**src/rtl/fp_round_pipe_if.sv**
```systemverilog
// fp_round_pipe_if: valid/ready input stream (unrounded operand) and output stream (rounded result).
interface fp_round_pipe_if #(
    parameter int MANT_W = 24,
    parameter int EXP_W  = 8
);
    logic              in_valid;
    logic              in_ready;
    logic              in_sign;
    logic [EXP_W-1:0]  in_exp;
    logic [MANT_W+2:0] in_mant;
    logic [1:0]        in_rm;
    logic              out_valid;
    logic              out_ready;
    logic              out_sign;
    logic [EXP_W-1:0]  out_exp;
    logic [MANT_W-1:0] out_mant;
    logic              out_inexact;
    logic              out_overflow;
    modport master (
        output in_valid, in_sign, in_exp, in_mant, in_rm, out_ready,
        input  in_ready, out_valid, out_sign, out_exp, out_mant, out_inexact, out_overflow
    );
    modport slave (
        input  in_valid, in_sign, in_exp, in_mant, in_rm, out_ready,
        output in_ready, out_valid, out_sign, out_exp, out_mant, out_inexact, out_overflow
    );
endinterface

```
**src/rtl/fp_round_pipe.sv**
```systemverilog
// fp_round_pipe: two-stage FP mantissa rounder; S1 decides the increment, S2 applies it
// and resolves mantissa carry and exponent overflow.
module fp_round_pipe #(
    parameter int MANT_W = 24,
    parameter int EXP_W  = 8
) (
    input logic           clk,
    input logic           rst_n,
    fp_round_pipe_if.slave bus
);
    logic              s1_valid_q, s1_sign_q, s1_inc_q, s1_inexact_q;
    logic [EXP_W-1:0]  s1_exp_q;
    logic [MANT_W-1:0] s1_mant_q;
    logic              s2_valid_q, out_sign_q, out_inexact_q, out_overflow_q;
    logic [EXP_W-1:0]  out_exp_q, out_exp_d, exp_inc;
    logic [MANT_W-1:0] out_mant_q, out_mant_d;
    logic [MANT_W:0]   sum;
    logic              s2_adv, s1_adv, in_rdy, exp_max, inexact_d, inc_d, carry, ovf_d;
    always_comb begin
        s2_adv    = bus.out_ready || !s2_valid_q;
        s1_adv    = s1_valid_q && s2_adv;
        in_rdy    = !s1_valid_q || s1_adv;
        // inf/NaN must pass untouched, so rounding is suppressed entirely
        exp_max   = &bus.in_exp;
        inexact_d = (|bus.in_mant[2:0]) && !exp_max;
        inc_d     = !exp_max && (bus.in_rm == 2'd0 ? bus.in_mant[2] && (bus.in_mant[1] || bus.in_mant[0] || bus.in_mant[3]) :
                                 bus.in_rm == 2'd2 ? !bus.in_sign && inexact_d :
                                 bus.in_rm == 2'd3 ? bus.in_sign && inexact_d : 1'b0);
        sum        = {1'b0, s1_mant_q} + {{MANT_W{1'b0}}, s1_inc_q};
        carry      = sum[MANT_W];
        exp_inc    = s1_exp_q + 1'b1;
        ovf_d      = carry && (&exp_inc);
        out_exp_d  = carry ? exp_inc : s1_exp_q;
        out_mant_d = ovf_d ? '0 : carry ? {1'b1, {(MANT_W-1){1'b0}}} : sum[MANT_W-1:0];
    end
    always_ff @(posedge clk or negedge rst_n) begin
        if (!rst_n) begin
            s1_valid_q     <= 1'b0;
            s1_sign_q      <= 1'b0;
            s1_inc_q       <= 1'b0;
            s1_inexact_q   <= 1'b0;
            s1_exp_q       <= '0;
            s1_mant_q      <= '0;
            s2_valid_q     <= 1'b0;
            out_sign_q     <= 1'b0;
            out_inexact_q  <= 1'b0;
            out_overflow_q <= 1'b0;
            out_exp_q      <= '0;
            out_mant_q     <= '0;
        end else begin
            if (in_rdy) s1_valid_q <= bus.in_valid;
            if (in_rdy && bus.in_valid) begin
                s1_sign_q    <= bus.in_sign;
                s1_exp_q     <= bus.in_exp;
                s1_mant_q    <= bus.in_mant[MANT_W+2:3];
                s1_inc_q     <= inc_d;
                s1_inexact_q <= inexact_d;
            end
            if (s2_adv) s2_valid_q <= s1_valid_q;
            if (s1_adv) begin
                out_sign_q     <= s1_sign_q;
                out_exp_q      <= out_exp_d;
                out_mant_q     <= out_mant_d;
                out_inexact_q  <= s1_inexact_q || ovf_d;
                out_overflow_q <= ovf_d;
            end
        end
    end
    assign bus.in_ready     = in_rdy;
    assign bus.out_valid    = s2_valid_q;
    assign bus.out_sign     = out_sign_q;
    assign bus.out_exp      = out_exp_q;
    assign bus.out_mant     = out_mant_q;
    assign bus.out_inexact  = out_inexact_q;
    assign bus.out_overflow = out_overflow_q;
endmodule

```
**src/flat_wrapper.sv**
```systemverilog
// flat-port wrapper written by rule: the top's interface ports become plain ports
module fp_round_pipe_flat 
#(
    parameter int MANT_W = 24,
    parameter int EXP_W  = 8
)
  (clk, rst_n, bus_in_valid, bus_in_sign, bus_in_exp, bus_in_mant, bus_in_rm, bus_out_ready, bus_in_ready, bus_out_valid, bus_out_sign, bus_out_exp, bus_out_mant, bus_out_inexact, bus_out_overflow);
  fp_round_pipe_if #(.MANT_W(MANT_W), .EXP_W(EXP_W)) bus_i ();
  input logic clk;
  input logic rst_n;
  input wire logic [$bits(bus_i.in_valid)-1:0] bus_in_valid;
  input wire logic [$bits(bus_i.in_sign)-1:0] bus_in_sign;
  input wire logic [$bits(bus_i.in_exp)-1:0] bus_in_exp;
  input wire logic [$bits(bus_i.in_mant)-1:0] bus_in_mant;
  input wire logic [$bits(bus_i.in_rm)-1:0] bus_in_rm;
  input wire logic [$bits(bus_i.out_ready)-1:0] bus_out_ready;
  output wire logic [$bits(bus_i.in_ready)-1:0] bus_in_ready;
  output wire logic [$bits(bus_i.out_valid)-1:0] bus_out_valid;
  output wire logic [$bits(bus_i.out_sign)-1:0] bus_out_sign;
  output wire logic [$bits(bus_i.out_exp)-1:0] bus_out_exp;
  output wire logic [$bits(bus_i.out_mant)-1:0] bus_out_mant;
  output wire logic [$bits(bus_i.out_inexact)-1:0] bus_out_inexact;
  output wire logic [$bits(bus_i.out_overflow)-1:0] bus_out_overflow;
  assign bus_i.in_valid = bus_in_valid;
  assign bus_i.in_sign = bus_in_sign;
  assign bus_i.in_exp = bus_in_exp;
  assign bus_i.in_mant = bus_in_mant;
  assign bus_i.in_rm = bus_in_rm;
  assign bus_i.out_ready = bus_out_ready;
  assign bus_in_ready = bus_i.in_ready;
  assign bus_out_valid = bus_i.out_valid;
  assign bus_out_sign = bus_i.out_sign;
  assign bus_out_exp = bus_i.out_exp;
  assign bus_out_mant = bus_i.out_mant;
  assign bus_out_inexact = bus_i.out_inexact;
  assign bus_out_overflow = bus_i.out_overflow;
  fp_round_pipe #(.MANT_W(MANT_W), .EXP_W(EXP_W)) u_core (.clk(clk), .rst_n(rst_n), .bus(bus_i));
endmodule
```
**config.mk**
```make
export PLATFORM = sky130hd
export DESIGN_NAME = fp_round_pipe_flat
export DESIGN_NICKNAME = d
export VERILOG_FILES = /design/src/rtl/fp_round_pipe_if.sv /design/src/rtl/fp_round_pipe.sv /design/src/flat_wrapper.sv
export SDC_FILE = /design/constraint.sdc
export NUM_CORES = 1
export LEC_CHECK = 0
export CORE_ASPECT_RATIO = 1.5
export CORE_MARGIN = 5
export CORE_UTILIZATION = 45
export DETAILED_ROUTE_END_ITERATION = 8
export PLACE_DENSITY = 0.85
export RECOVER_POWER = 50
export SLEW_MARGIN = 20
export SYNTH_ARGS = -nofsm -noshare
export SYNTH_HDL_FRONTEND = slang
export SYNTH_SLANG_ARGS = --single-unit
```
**constraint.sdc**
```tcl
create_clock -name clk -period 2 [get_ports clk]
set_clock_uncertainty 0.05 [all_clocks]
set_input_delay 0.6 -clock clk [delete_from_list [all_inputs] [get_ports clk]]
set_output_delay 0.6 -clock clk [all_outputs]
set_load 0.005 [all_outputs]
```
Word level (Yosys, flattened, before mapping)
Cells that the tools add are included.
{ "classes": {"n_addsub": 2, "eq_ne": 2, "n_mux": 6, "n_reduce_logical": 21} }
{ "ops": {"columns": ["cell", "n"], "rows": [
  ["$mux W24", 2],
  ["$add A24 B1 Y25", 1],
  ["$reduce_and A8 Y1", 2],
  ["$add A8 B1 Y8 const B", 1],
  ["$logic_and A1 B1 Y1", 8],
  ["$mux W8", 1],
  ["$logic_or A1 B1 Y1", 5],
  ["$eq A2 B2 Y1 const B", 2],
  ["$logic_not A1 Y1", 4],
  ["$mux W1", 3],
  ["$reduce_or A3 Y1", 1],
  ["$logic_not A2 Y1", 1]
]} }
{ "word_totals": {"reg_bits": 72, "input_bits": 42, "out_inout_bits": 37, "elab_cells": 43} }

Depth between registers and ports, before layout
{ "depth": {"ltp_word": 8, "depth_mapped": 8, "ltp_nobuf": 7} }

Worst setup path before layout
Ideal clock, no wire load.
{ "synth_timing": {"kind": "flip-flop to flip-flop", "from": "register u_core.s1_mant_q[0]", "to": "register u_core.out_exp_q[4], in the netlist u_core.bus.out_exp[4]", "setup_time_ns": 0.069, "arrival_time_ns": 1.955, "required_time_ns": 1.881, "setup_slack_ns": -0.074, "path_stages_with_launch": 9, "path_buffers": 1, "synth_period_minus_slack_ns": 2.074, "path_cell_list": "dfrtp_1 -> ha_1 -> ha_1 -> and4_4 -> nand4_4 -> or2_1 -> clkbuf_2 -> or4_1 -> nand3_1"} }
{ "synth_via": {"elab_chain_len": 2} }
{ "synth_lines": {"columns": ["element", "line", "source"], "rows": [
  ["start: declaration", "fp_round_pipe.sv:13", "logic [MANT_W-1:0] s1_mant_q;"],
  ["start signal: assignment", "fp_round_pipe.sv:55", "s1_mant_q <= bus.in_mant[MANT_W+2:3];"],
  ["$add A24 B1 Y25", "fp_round_pipe.sv:29", "sum = {1'b0, s1_mant_q} + {{MANT_W{1'b0}}, s1_inc_q};"],
  ["$mux W8", "fp_round_pipe.sv:33", "out_exp_d = carry ? exp_inc : s1_exp_q;"],
  ["end signal: assignment", "fp_round_pipe.sv:62", "out_exp_q <= out_exp_d;"],
  ["end: declaration", "fp_round_pipe.sv:15", "logic [EXP_W-1:0] out_exp_q, out_exp_d, exp_inc;"]
]} }
No other way between the ends.
A chain may end at the register's enable or synchronous reset.

Worst setup path after layout
{ "layout_timing": {"from": "register u_core.s1_inc_q", "to": "register u_core.out_exp_q[4], in the netlist u_core.bus.out_exp[4]"} }
{ "layout_via": {"elab_chain_len": 2} }
{ "layout_lines": {"columns": ["element", "line", "source"], "rows": [
  ["start: declaration", "fp_round_pipe.sv:11", "logic s1_valid_q, s1_sign_q, s1_inc_q, s1_inexact_q;"],
  ["start signal: assignment", "fp_round_pipe.sv:56", "s1_inc_q <= inc_d;"],
  ["$add A24 B1 Y25", "fp_round_pipe.sv:29", null],
  ["$mux W8", "fp_round_pipe.sv:33", null]
]} }
No other way between the ends.

==> impl_metrics.env <==
export IMPL_nets=466
export IMPL_wl_per_cell_um=15.6
export IMPL_dp_final_hpwl_um=6140
export IMPL_die_x_um=81.0
export IMPL_yosysSeqAreaShare=0.530
export IMPL_grt_start_max_net_pins=36
export IMPL_setup_tns_final_ps=0
export IMPL_synthesis_area_sq_mm=0.00340
export IMPL_fin_ws_ps=10.5
export IMPL_core_area_sq_mm=0.00732
export IMPL_synth_xor_area_frac=0.0747
export IMPL_drtIter0Drc=148
export IMPL_dieArea_sq_mm=0.00944
export IMPL_synth_nets=368
export IMPL_crit_required_ps=2250
export IMPL_netlist_instances=322
export IMPL_dp_cells=504
export IMPL_cp_data_arrival_time_ps=2230
export IMPL_slew_viol_final=0
export IMPL_ant_nets=0
export IMPL_fmax_ghz=0.503
export IMPL_setup_viol_count_final=0
export IMPL_numCtsBuffers=9
export IMPL_async_flop_share=1.00
export IMPL_synthToLayoutAreaGrowth_pct=37.2
export IMPL_root_buffer="clkbuf_8"
export IMPL_timing_final_crit_period_ps=1990
export IMPL_hold_viol_final=0
export IMPL_max_slew_margin_rel=0.456
export IMPL_die_h_um=116
export IMPL_gr_total_overflow=0
export IMPL_status="complete, no violations"
export IMPL_post_route_period_util=0.995
export IMPL_drt_wl_total_um=8180
export IMPL_path_clk_slew_ps=70
export IMPL_path_class="register to register"
export IMPL_post_place_ws_ps=-358
export IMPL_synth_top_area_share=0.530
export IMPL_place_gp_congestion=0.875
export IMPL_ir_drop_v=0.000571
export IMPL_synth_compound_area_frac=0.0713
export IMPL_grt_pass1_vias=2749
export IMPL_synth_top_family_by_area="simple AND/OR/NAND/NOR gates"
export IMPL_finalPower_mw=4.03
export IMPL_antenna_found_initial=0
export IMPL_numPortBuffers=78
export IMPL_cts_tree="built"
export IMPL_synthAdderAreaFrac=0.0147
export IMPL_drv_cap=0
export IMPL_avgSynthCellArea_sq_um=10.6
export IMPL_p_per_area_mw_per_mm2=864
export IMPL_grt_use_total=0.185
export IMPL_clockBufferDepth=2
export IMPL_num_io_pins=79
export IMPL_cts_num_sinks=72
export IMPL_synth_area_leaders="dfrtp_1 (53%), mux2_2 (11%), nand2_1 (6.2%)"
export IMPL_layout_cells_non_filler=525
export IMPL_vias=2761
export IMPL_first_pass_iters=4
export IMPL_start_util=0.465
export IMPL_tightestPinTransition_ps=816
export IMPL_ctsHtreeMaxLevel=3
export IMPL_synth_edf_count=0
export IMPL_whs_ps=91.5
export IMPL_leakagePower_nw=1.91
export IMPL_synthSimpleGateAreaFrac=0.181
export IMPL_clkLatencyLatePin_ps=350
export IMPL_fillCellCount=607
export IMPL_synthFlopType="dfrtp_1"
export IMPL_yosysWarnings=0
export IMPL_vias_per_cell=5.26
export IMPL_min_path_type="input port to asynchronous set/reset pin"
export IMPL_synth_area_mux_share=0.109
export IMPL_final_layout_size_suffix_gt1_frac=0.188
export IMPL_row_count=38
export IMPL_diodes=0
export IMPL_drc=0
export IMPL_worstSetupStartpointType="register"
export IMPL_rsz0062_at_grt="true"
export IMPL_synth_cell_types=35
export IMPL_synth_top_area_cell="dfrtp_1"
export IMPL_synth_ff_latch_count=72
export IMPL_crit_path_end_kind="register"
export IMPL_cts_hold_buffers=0
export IMPL_grt_first_pass_wirelength_um=13100
export IMPL_critPathMaxFanout=7
-- through the flow --
| step | utilization | instance area (sq um) |
|---|---|---|
| 3_5_place_dp | 0.610 | 4470 |
| 3_3_place_gp | 0.610 | 4470 |
| 6_report | 0.637 | 4670 |
| 5_1_grt | 0.637 | 4670 |
| 2_1_floorplan | - | 3430 |
| 4_1_cts | 0.637 | 4660 |
-- area by class of cell --
type / count / area [sq um] / share of cell area
Sequential cell: 72 / 1800 / 0.386
Multi-Input combinational cell: 233 / 1570 / 0.336
Timing Repair Buffer: 100 / 970 / 0.208
Clock buffer: 14 / 173 / 0.0370
Tap cell: 100 / 125 / 0.0268
Inverter: 4 / 15.0 / 0.00322
Clock inverter: 2 / 12.5 / 0.00268
-- critical path, cell delays in order, from the launching register on --
cell,delay (ps)
dfrtp_1,400
ha_4,170
ha_4,130
and4_4,250
nand4_4,130
or2_4,290
or4_4,420
nand3_2,80
-- timing repair --
action	4_1_cts	5_1_grt
gates resized for setup	5	4
endpoints found under the setup margin	2	7
gates cloned	0	0
setup buffers	2	3
pin swaps	1	4
-- cells in the final DEF (no fill, tap or decap), types with 2 or more instances in the layout --
| master | synthesis | routed |
|---|---|---|
| clkbuf_1 | 11 | 3 |
| and4_4 | 3 | 3 |
| clkdlybuf4s50_1 | 0 | 74 |
| nand2b_1 | 4 | 4 |
| o21ai_0 | 31 | 30 |
| ha_4 | 0 | 2 |
| clkbuf_2 | 1 | 2 |
| a211oi_1 | 3 | 3 |
| and4_1 | 2 | 2 |
| nor2_1 | 11 | 11 |
| nor3_1 | 9 | 9 |
| xnor2_1 | 17 | 17 |
| or3_1 | 2 | 2 |
| and3_1 | 3 | 3 |
| ha_1 | 4 | 2 |
| o21a_1 | 2 | 2 |
| nand4_1 | 8 | 8 |
| nor4_1 | 5 | 5 |
| xor2_1 | 12 | 12 |
| dfrtp_1 | 72 | 72 |
| inv_1 | 4 | 4 |
| buf_12 | 0 | 3 |
| clkbuf_8 | 0 | 12 |
| buf_4 | 0 | 17 |
| nand2_1 | 56 | 56 |
| mux2_2 | 33 | 33 |
| nand3_1 | 15 | 14 |
-- metal layers --
metal  routed length, um  GRT usage
met4                 287      0.109
met5                   0          0
met2                4470      0.324
met3                 341     0.0324
met1                3090      0.207
-- logic make-up after synthesis --
group / after synthesis
flops: 72
xor+xnor: 29
fa+ha+maj: 4
compound gates: 43
simple gates: 124
mux: 33
buf+inv: 17
-- registers in the layout (all words and copies together) (netlist names), 8 cells and up --
| signal | count |
|---|---|
| u_core.bus.out_exp | 8 |
| u_core.bus.out_mant | 24 |
| u_core.s1_exp_q | 8 |
| u_core.s1_mant_q | 24 |
-- path summary, 6_finish.rpt --
check | start | endpoint | slack, ps | depth (start not counted)
worst max-delay path | u_core.s1_inc_q | u_core.bus.out_exp[4] | 10 | 7
worst min-delay path | rst_n | u_core.bus.out_mant[22] | 90 | 1
worst max register to register | u_core.s1_inc_q | u_core.bus.out_exp[4] | 10 | 7
worst min register to register | u_core.s1_sign_q | u_core.bus.out_sign | 430 | 2
max in group asynchronous | rst_n | u_core.bus.out_exp[5] | 680 | 2
min in group clk | u_core.s1_sign_q | u_core.bus.out_sign | 430 | 2
-- cell usage after synthesis (all sizes together), types with 3 or more instances --
cell type / count
nand2: 56
inv: 4
xnor2: 17
o21ai: 31
nor3: 9
clkbuf: 12
mux2: 33
ha: 4
dfrtp: 72
and4: 5
nand4: 9
and3: 3
nor2: 11
xor2: 12
nor4: 5
nand3: 15
a211oi: 3
nand2b: 4
-- where the power goes --
part           leakage [nW]  internal, mW  switching, mW
Clock                0.0927         0.551          0.531
Sequential            0.859          1.71          0.225
Combinational         0.961         0.624          0.388
Note: power is estimated with default switching activity, not from simulation.
